[config.mk]
export PLATFORM = sky130hd
export DESIGN_NAME = remote_comm_bridge
export DESIGN_NICKNAME = d
export VERILOG_FILES = /design/src/rtl/remote_comm_bridge.sv
export SDC_FILE = /design/constraint.sdc
export NUM_CORES = 1
export LEC_CHECK = 0
export ABC_AREA = 1
export CAP_MARGIN = 20
export CORE_MARGIN = 2
export CORE_UTILIZATION = 59
export DETAILED_ROUTE_END_ITERATION = 8
export PLACE_DENSITY = 0.8
export SLEW_MARGIN = 30
export SYNTH_ARGS = -nofsm -noshare
export SYNTH_HDL_FRONTEND = slang
export SYNTH_SLANG_ARGS = --single-unit
[constraint.sdc]
create_clock -name clk -period 2.6 [get_ports clk]
set_input_delay 0.26 -clock clk [delete_from_list [all_inputs] [get_ports clk]]
set_output_delay 0.26 -clock clk [all_outputs]
set_load 0.01 [all_outputs]
[src/rtl/remote_comm_bridge.sv]
// Host-side UART command bridge: sends a 16-bit command as two 8N1 bytes (high byte first)
// and receives single-byte responses. Optional macro REMOTE_COMM_RESP_CHECK_EN adds resp_ack/resp_nak.
module remote_comm_bridge #(
    parameter int BAUD_DIV = 2604
) (
    input  logic        clk,
    input  logic        rst,
    input  logic        RX,
    output logic        TX,
    input  logic [15:0] cmd,
    input  logic        snd_cmd,
    output logic        cmd_snt,
    output logic        resp_rdy,
    output logic [7:0]  resp
`ifdef REMOTE_COMM_RESP_CHECK_EN
    ,
    output logic        resp_ack,
    output logic        resp_nak
`endif
);

    localparam int CNT_W = ($clog2(BAUD_DIV + 1) > 12) ? $clog2(BAUD_DIV + 1) : 12;
    localparam logic [CNT_W-1:0] BAUD_FULL = CNT_W'(BAUD_DIV);
    localparam logic [CNT_W-1:0] BAUD_LAST = CNT_W'(BAUD_DIV - 1);
    localparam logic [CNT_W-1:0] BAUD_HALF = CNT_W'(BAUD_DIV / 2);

    typedef enum logic [1:0] {
        IDLE,
        SEND_HI,
        SEND_LO
    } tx_state_e;

    tx_state_e        tx_state_q;
    logic [15:0]      hold_q;
    logic [9:0]       tx_shift_q;
    logic [CNT_W-1:0] tx_baud_q;
    logic [3:0]       tx_bit_q;
    logic             cmd_snt_q;

    logic             rx_meta_q;
    logic             rx_sync_q;
    logic             rx_prev_q;
    logic             rx_busy_q;
    logic [CNT_W-1:0] rx_baud_q;
    logic [3:0]       rx_bit_q;
    logic [7:0]       rx_shift_q;
    logic [7:0]       resp_q;
    logic             resp_rdy_q;

    // Send sequencer and transmitter. The shift register resets to all ones so TX idles high.
    // NOTE: every register here is updated with <= so all next-state terms see pre-edge values.
    always_ff @(posedge clk or posedge rst) begin
        if (rst) begin
            tx_state_q <= IDLE;
            hold_q     <= '0;
            tx_shift_q <= '1;
            tx_baud_q  <= '0;
            tx_bit_q   <= '0;
            cmd_snt_q  <= 1'b0;
        end else begin
            case (tx_state_q)
                IDLE: begin
                    if (snd_cmd) begin
                        hold_q     <= cmd;
                        cmd_snt_q  <= 1'b0;
                        tx_shift_q <= {1'b1, cmd[15:8], 1'b0};
                        tx_baud_q  <= BAUD_LAST;
                        tx_bit_q   <= '0;
                        tx_state_q <= SEND_HI;
                    end
                end
                SEND_HI, SEND_LO: begin
                    if (tx_baud_q != '0) begin
                        tx_baud_q <= tx_baud_q - 1'b1;
                    end else if (tx_bit_q != 4'd9) begin
                        tx_shift_q <= {1'b1, tx_shift_q[9:1]};
                        tx_bit_q   <= tx_bit_q + 4'd1;
                        tx_baud_q  <= BAUD_LAST;
                    end else if (tx_state_q == SEND_HI) begin
                        // Byte swap brings the low byte into the framing position with no idle gap.
                        hold_q     <= {hold_q[7:0], hold_q[15:8]};
                        tx_shift_q <= {1'b1, hold_q[7:0], 1'b0};
                        tx_bit_q   <= '0;
                        tx_baud_q  <= BAUD_LAST;
                        tx_state_q <= SEND_LO;
                    end else begin
                        cmd_snt_q  <= 1'b1;
                        tx_state_q <= IDLE;
                    end
                end
                default: tx_state_q <= IDLE;
            endcase
        end
    end

    // Receiver: two-flop synchronizer, mid-bit sampling from a half-bit initial count.
    always_ff @(posedge clk or posedge rst) begin
        if (rst) begin
            rx_meta_q  <= 1'b1;
            rx_sync_q  <= 1'b1;
            rx_prev_q  <= 1'b1;
            rx_busy_q  <= 1'b0;
            rx_baud_q  <= '0;
            rx_bit_q   <= '0;
            rx_shift_q <= '0;
            resp_q     <= '0;
            resp_rdy_q <= 1'b0;
        end else begin
            rx_meta_q <= RX;
            rx_sync_q <= rx_meta_q;
            rx_prev_q <= rx_sync_q;
            if (!rx_busy_q) begin
                if (rx_prev_q && !rx_sync_q) begin
                    rx_busy_q  <= 1'b1;
                    rx_baud_q  <= BAUD_HALF;
                    rx_bit_q   <= '0;
                    resp_rdy_q <= 1'b0;
                end
            end else if (rx_baud_q != CNT_W'(1)) begin
                rx_baud_q <= rx_baud_q - 1'b1;
            end else begin
                rx_baud_q <= BAUD_FULL;
                rx_bit_q  <= rx_bit_q + 4'd1;
                if (rx_bit_q == 4'd0) begin
                    if (rx_sync_q) begin
                        rx_busy_q <= 1'b0;
                    end
                end else if (rx_bit_q != 4'd9) begin
                    rx_shift_q <= {rx_sync_q, rx_shift_q[7:1]};
                end else begin
                    rx_busy_q <= 1'b0;
                    if (rx_sync_q) begin
                        resp_q     <= rx_shift_q;
                        resp_rdy_q <= 1'b1;
                    end
                end
            end
        end
    end

    assign TX       = tx_shift_q[0];
    assign cmd_snt  = cmd_snt_q;
    assign resp     = resp_q;
    assign resp_rdy = resp_rdy_q;

`ifdef REMOTE_COMM_RESP_CHECK_EN
    assign resp_ack = resp_rdy_q && (resp_q == 8'hA5);
    assign resp_nak = resp_rdy_q && (resp_q != 8'hA5);
`endif

endmodule

# Word-level counts from Yosys, hierarchy flattened
# Index checks and enable logic that the tools add are counted.
# classes
addsub	4
n_eq_ne	16
mux	48
n_bitwise	3
n_reduce_logical	17
# op_table
operator	n
12-bit 2-to-1 mux	7
16-bit 2-to-1 mux	4
10-bit 2-to-1 mux	4
16-bit one-hot mux with 2 select lines	1
4-bit 2-to-1 mux	7
12-bit one-hot mux with 2 select lines	1
12-bit by 1-bit subtractor with 12-bit output, second input constant	2
10-bit one-hot mux with 2 select lines	1
5-bit AND reduction	4
2-bit inequality test, second input constant	9
1-bit 2-to-1 mux	16
12-bit by 1-bit inequality test with 1-bit output, second input constant	1
4-bit inequality test, second input constant	3
12-bit nonzero test	1
4-bit by 1-bit adder with 4-bit output, second input constant	2
2-bit 2-to-1 mux	4
4-bit one-hot mux with 2 select lines	1
4-bit AND reduction	2
3-bit AND reduction	2
4-bit zero test	1
2-bit one-hot mux with 2 select lines	1
2-bit nonzero test	2
3-bit inequality test, second input constant	1
1-bit NOT	3
other kinds (8)	8
# totals
register_bits	82
inputBits	20
output_inout_bits	11
elab_cells	103

# Depth between registers and ports, before layout
# Gate-level depths: netlist of the first run.
# depth
word_depth	5
depth_mapped	11
mapped_depth_nobuf	11

# Least setup slack after synthesis of the first run
# OpenSTA, ideal clock, no wires.
# synth_timing
path_type	register -> register
start	register tx_state_q[0]
end	register hold_q[0]
setup_ns	0.122
t_arrival_ns	1.553
path_slack_ns	0.925
stages_incl_launch_ff	7
path_buffers	2
synth_period_minus_slack_ns	1.675
path_cell_list	dfrtp_1 inv_1 ha_1 buf_6 clkbuf_1 mux2i_1 o21ai_2
# synth_via
elab_chain_len	4
elab_cells_between_ends	11
# synth_lines
element	line	source
start: declaration	33	tx_state_e tx_state_q;
start signal: assignment	54	tx_state_q <= IDLE;
start signal: assignment	69	tx_state_q <= SEND_HI;
start signal: assignment	85	tx_state_q <= SEND_LO;
2-bit by 1-bit equality test with 1-bit output / 2-bit equality test (equally long branches)	61, 79	
2-bit OR reduction	61	case (tx_state_q)
2-bit inequality test (no line) / 2-bit nonzero test (equally long branches)	--	
5-bit AND reduction (no line)	--	
end signal: assignment	64	hold_q <= cmd;
end signal: assignment	81	hold_q <= {hold_q[7:0], hold_q[15:8]};
end: declaration	34	logic [15:0] hold_q;
# Parallel ways exist; a longest one is shown, timed or not.
# A chain may end at the register's enable or synchronous reset.

# Final worst setup path of the first run
# layout_timing
start	register tx_bit_q[1]
end	register tx_baud_q[5]
# layout_via
elab_chain_len	4
elab_cells_between_ends	6
# layout_lines
element	line	source
start: declaration	37	logic [3:0] tx_bit_q;
start signal: assignment	77	tx_bit_q <= tx_bit_q + 4'd1;
4-bit inequality test *	75	end else if (tx_bit_q != 4'd9) begin
12-bit 2-to-1 mux	75	
12-bit 2-to-1 mux	73	if (tx_baud_q != '0) begin
12-bit one-hot mux with 2 select lines	61	
end signal: assignment	74	tx_baud_q <= tx_baud_q - 1'b1;
end: declaration	36	logic [CNT_W-1:0] tx_baud_q;
# Mark *: on every way between the ends. The rest lies on a longest branch, timed or not.

==> impl_metrics.ini, run 1 <==
[outcome]
outcome = finished, final reports clean

[timing]
setup_viol = 0
slew_headroom = 0.569
final.setup_skew_ns = 0.00720
min_period_ns = 2.17
hold_violations = 0
hold_ws_ns = 0.267
post-route-period-util = 0.834
max_freq_mhz = 461
rsz0062_at_grt = no
fin_setup_tns_ns = 0
maxSlewViolCount = 0
tightest_slew_ns = 0.645
setup_ws_ns = 0.432

[yosys]
synth_top_area_frac = 0.388
synth_top_area_cell = dfrtp_1
synth_flop_cell = dfrtp_1
ys_warn_count = 0
yosysSeqAreaShare = 0.459
avgSynthCellArea_um2 = 8.48
synth_area_leaders = dfrtp_1, nand2_1, dfstp_2, o21ai_2, inv_1
synth_nets = 558
syn-cell-area_mm2 = 0.00445
synth.distinct_cells = 34
synth_edf_count = 0
ys_ff_latch = 81
async_flop_share = 1.00
postSynthCellCount = 525

[placement]
pre_cts_ws_ns = 0.460
post-dp-hpwl_um = 5870
routabilityCongestion = 0.939
dp.cells = 643
io_buffer_count = 30

[cells_and_area]
num_antenna_cells = 0
fill_cells = 617
drive_gt1_frac = 0.180
final_cells = 659
syn_to_final_growth_pct = 12.6
final_cell_mix = nand2_1, dfrtp_1, inv_1, nor2_1, o21ai_2
seqCellArea_mm2 = 0.00204
final_common_cell = nand2_1
multi_input_area_mm2 = 0.00206
nets = 588

[setup_path]
critPathRequiredTime_ns = 2.84
critPathMaxFanout = 13
r2r_slack_ns = 0.43
crit_type = flop to flop
endpoint_kind = flop
cp_data_arrival_time_ns = 2.41
critPathLaunchType = flop
rr_startpoint = tx_bit_q[1]$_DFFE_PP0P_
rr_endpoint = tx_baud_q[5]$_DFFE_PP0P_
ff2ff_path_depth = 9

[global_route]
grt-busiest-layer = met2
grt_use_met3 = 0.0317
grtUsageTotal = 0.224
grt_start_max_net_pins = 37
grt_pass1_wl_um = 15300
grtUsageMet2 = 0.387
antenna_found_initial = 0
grt_pass1_vias = 3574
grt_util_met1 = 0.287
overflow = 0

[floorplan]
die_y_um = 90.9
start_util = 0.611
dieArea_mm2 = 0.00826
boundaryPins = 31
core_area_mm2 = 0.00729
core.rowCount = 31
die_w_um = 90.9

[clocking]
htreeDepth = 3
cts_resized = 0
clk_pin_slew_worst_paths_ns = 0.09
postCtsSetupRepairBufs = 0
cts_tree = yes
clk-insertion-delay-late_ns = 0.35
cts-root-buf = clkbuf_8
hold_buffers = 0
cts.sinks = 81
cts.path.max_buffers = 2
cts_buffers = 9

[min_path]
hold_path_class = input port to asynchronous set/reset pin

[drt]
drc = 0
antenna_left = 0
wl_per_cell_um = 12.5
routed_via_density = 5.29
vias = 3487
drt_iter0_markers = 180
firstDrtPassIters = 4
wl_um = 8270

[power]
finalPower_mw = 2.86
ir_drop_uv = 360
p_comb_frac = 0.142
power_frac_seq = 0.517
power.net_switching_uw = 851
pwr-share-clk = 0.340
p_leak_nw = 2.34
internal_power_mw = 2.01
sw_frac_of_total = 0.298
p_per_area_mw_per_mm2 = 570

[flow_run]
drv_cap = 0
[Yosys cell counts, drive strengths merged (8+ instances only)]
cell and number:
nand3 31, nor2 47, a21oi 19, o21ai 65, nand2 145, nand4 13
mux2i 8, dfrtp 69, inv 61, dfstp 12, xor2 8, buf 11
ha 13
[state kept, by name, indices dropped and copies added, names as in the netlist]
| register | cells |
|---|---|
| resp_rdy | 1 |
| rx_meta_q | 1 |
| rx_shift_q | 8 |
| rx_prev_q | 1 |
| rx_bit_q | 4 |
| resp | 8 |
| tx_state_q | 2 |
| rx_busy_q | 1 |
| rx_sync_q | 1 |
| cmd_snt | 1 |
| tx_shift_q | 9 |
| tx_bit_q | 4 |
| hold_q | 16 |
| rx_baud_q | 12 |
| tx_baud_q | 12 |
[how the worst max path moves through the flow]
| stage | start | to | slack, ns |
|---|---|---|---|
| floorplan | rst | cmd_snt$_DFFE_PP0P_ | 0.28 |
| CTS | tx_bit_q[1]$_DFFE_PP0P_ | tx_baud_q[1]$_DFFE_PP0P_ | 0.43 |
| detailed placement | tx_bit_q[1]$_DFFE_PP0P_ | tx_baud_q[1]$_DFFE_PP0P_ | 0.46 |
| finish | tx_bit_q[1]$_DFFE_PP0P_ | tx_baud_q[5]$_DFFE_PP0P_ | 0.43 |
| global placement | tx_bit_q[1]$_DFFE_PP0P_ | tx_baud_q[3]$_DFFE_PP0P_ | 0.53 |
| global route | tx_bit_q[1]$_DFFE_PP0P_ | tx_baud_q[5]$_DFFE_PP0P_ | 0.25 |
[metal layers]
| layer | up-vias | wire length [um] |
|---|---|---|
| li1 | 1758 | - |
| met1 | 1639 | 3760 |
| met2 | 82 | 4080 |
| met3 | 8 | 319 |
| met4 | 0 | 109 |
| met5 | - | 0 |
[power groups by stage]
stage | Clock, mW | Combinational [mW] | Sequential, mW
CTS | 0.997 | 0.410 | 1.48
detailed placement | 0 | 0.408 | 1.50
finish | 0.972 | 0.407 | 1.48
global placement | 0 | 0.384 | 1.49
floorplan | 0 | 0.309 | 1.47
global route | 1.05 | 0.477 | 1.49
[final cells by class]
type,count,share of cell area
clock inverter,7,0.0180
tap,99,0.0247
clock buffer,9,0.0247
multi-input combinational,368,0.411
sequential,81,0.407
inverter,61,0.0459
timing repair buffer,34,0.0683
[through the flow]
step	utilization	cell area [um^2]
after floorplan	-	4450
after CTS	0.688	5020
after global placement	0.659	4800
after global routing	0.688	5020
final	0.688	5020
after detailed placement	0.659	4800
[logic make-up after synthesis]
group,share of synthesized area
compound gates,0.136
xor+xnor,0.0157
fa+ha+maj,0.0365
buf+inv,0.0781
flops,0.459
mux,0.0180
simple gates,0.257
[critical path, stage by stage, from the launching register on]
cell and delay (ns):
dfrtp_1 0.43, inv_1 0.07, ha_1 0.15, nand3_2 0.23, nor2_1 0.24, nand3_2 0.19, nand2_1 0.37, inv_1 0.20
nand2_1 0.11, o21ai_1 0.06
(Power assumes the default switching activity.)
==> inputs of run 2 (changes only) <==
==> constraint.sdc (replaced) <==
create_clock -name clk -period 2.15 [get_ports clk]
set_input_delay 0.215 -clock clk [delete_from_list [all_inputs] [get_ports clk]]
set_output_delay 0.215 -clock clk [all_outputs]
set_load 0.01 [all_outputs]
==> impl_metrics.ini, run 2 (synthesis gave the netlist of run 1 again) <==
[outcome]
outcome = finished, final reports clean

[cells_and_area]
top_regs = hold_q (16), rx_baud_q (12), tx_baud_q (12)
final_core_util = 0.691
postLayoutCellArea_mm2 = 0.00504
regMostFlops = hold_q
syn_to_final_growth_pct = 13.1
largest_reg_flops = 16
final_cell_mix = nand2_1, dfrtp_1, inv_1, nor2_1, o21ai_2
nets = 592
num_antenna_cells = 0
final_cells = 663
final_common_cell = nand2_1
drive_gt1_frac = 0.184

[setup_path]
critPathRequiredTime_ns = 2.43
cp_data_arrival_time_ns = 2.26
crit_type = flop to flop
rr_endpoint = hold_q[0]$_DFFE_PP0P_
endpoint_kind = flop
ff2ff_path_depth = 7
critPathLaunchType = flop
rr_startpoint = tx_state_q[0]$_DFFE_PP0P_
critPathMaxFanout = 15
r2r_slack_ns = 0.17

[timing]
hold_violations = 0
rsz0062_at_grt = no
hold_ws_ns = 0.175
setup_viol = 0
max_freq_mhz = 505
final.setup_skew_ns = 0.0152
post-route-period-util = 0.920
tightest_slew_ns = 0.540
maxSlewViolCount = 0
fin_setup_tns_ns = 0
min_period_ns = 1.98
slew_headroom = 0.638
setup_ws_ns = 0.171

[global_route]
grt_start_max_net_pins = 68
antenna_found_initial = 0
grt_pass1_vias = 3302
grt_pass1_wl_um = 14600
overflow = 0
grtUsageTotal = 0.218

[clocking]
cts-root-buf = clkbuf_8
cts_tree = yes
clk-insertion-delay-late_ns = 0.36
cts.sinks = 81
postCtsSetupRepairBufs = 0
clk_pin_slew_worst_paths_ns = 0.09
hold_buffers = 0
cts_buffers = 9
cts.path.max_buffers = 2
htreeDepth = 3

[floorplan]
die_w_um = 90.9
die_y_um = 90.9
boundaryPins = 31
core.rowCount = 31
dieArea_mm2 = 0.00826
start_util = 0.611
core_area_mm2 = 0.00729

[power]
p_per_area_mw_per_mm2 = 673
ir_drop_uv = 315
finalPower_mw = 3.39
p_leak_nw = 2.35

[drt]
drc = 0
routed_via_density = 5.29
drt_iter0_markers = 236
firstDrtPassIters = 4
wl_um = 8480
wl_per_cell_um = 12.8
vias = 3508
antenna_left = 0

[flow_run]
drv_cap = 0

[min_path]
hold_path_class = input port to asynchronous set/reset pin

[placement]
post-dp-hpwl_um = 5890
routabilityCongestion = 0.896
dp.cells = 646
dpl_cell_area_mm2 = 0.00483
pre_cts_ws_ns = 0.143
io_buffer_count = 30
[run 2: worst max-delay path, stage by stage, from the launching register on]
cell and delay, ns:
dfrtp_1 0.42, inv_1 0.09, ha_1 0.37, nand2_1 0.12
inv_1 0.07, nor2_2 0.30, nand3_4 0.32, o21ai_2 0.22
[run 2: how the worst max path moves through the flow]
stage | depth (start not counted) | end | slack [ns] | startpoint
2_1_floorplan | 6 | hold_q[0]$_DFFE_PP0P_ | 0.47 | tx_state_q[0]$_DFFE_PP0P_
3_3_place_gp | 8 | hold_q[9]$_DFFE_PP0P_ | 0.27 | tx_state_q[0]$_DFFE_PP0P_
3_5_place_dp | 8 | hold_q[0]$_DFFE_PP0P_ | 0.14 | tx_state_q[0]$_DFFE_PP0P_
4_1_cts | 8 | hold_q[9]$_DFFE_PP0P_ | 0.11 | tx_state_q[0]$_DFFE_PP0P_
5_1_grt | 7 | hold_q[5]$_DFFE_PP0P_ | 0.04 | tx_state_q[0]$_DFFE_PP0P_
6_report | 7 | hold_q[0]$_DFFE_PP0P_ | 0.17 | tx_state_q[0]$_DFFE_PP0P_
[run 2: timing repair]
action / CTS / global route
endpoints found under the setup margin: 0 / 16
hold endpoints to repair: 0 / 0
gates resized for setup: 0 / 1
[run 2: report_power, final]
group	internal (mW)	switching, mW
clock network	0.544	0.582
registers	1.65	0.136
logic	0.215	0.266
[run 2: routing by layer]
layer	wire [um]	track usage	vias to the layer above
met1	3960	0.288	1657
met3	329	0.0442	12
li1	-	-	1767
met4	133	0.0808	0
met5	0	0	-
met2	4050	0.355	72
[run 2: layout make-up]
| class | count | area, um^2 |
|---|---|---|
| Fill cell | 595 | 2250 |
| Sequential cell | 81 | 2040 |
| Timing Repair Buffer | 37 | 365 |
| Multi-Input combinational cell | 369 | 2080 |
| Inverter | 61 | 233 |
| Clock inverter | 6 | 66.3 |
| Clock buffer | 10 | 128 |
| Tap cell | 99 | 124 |
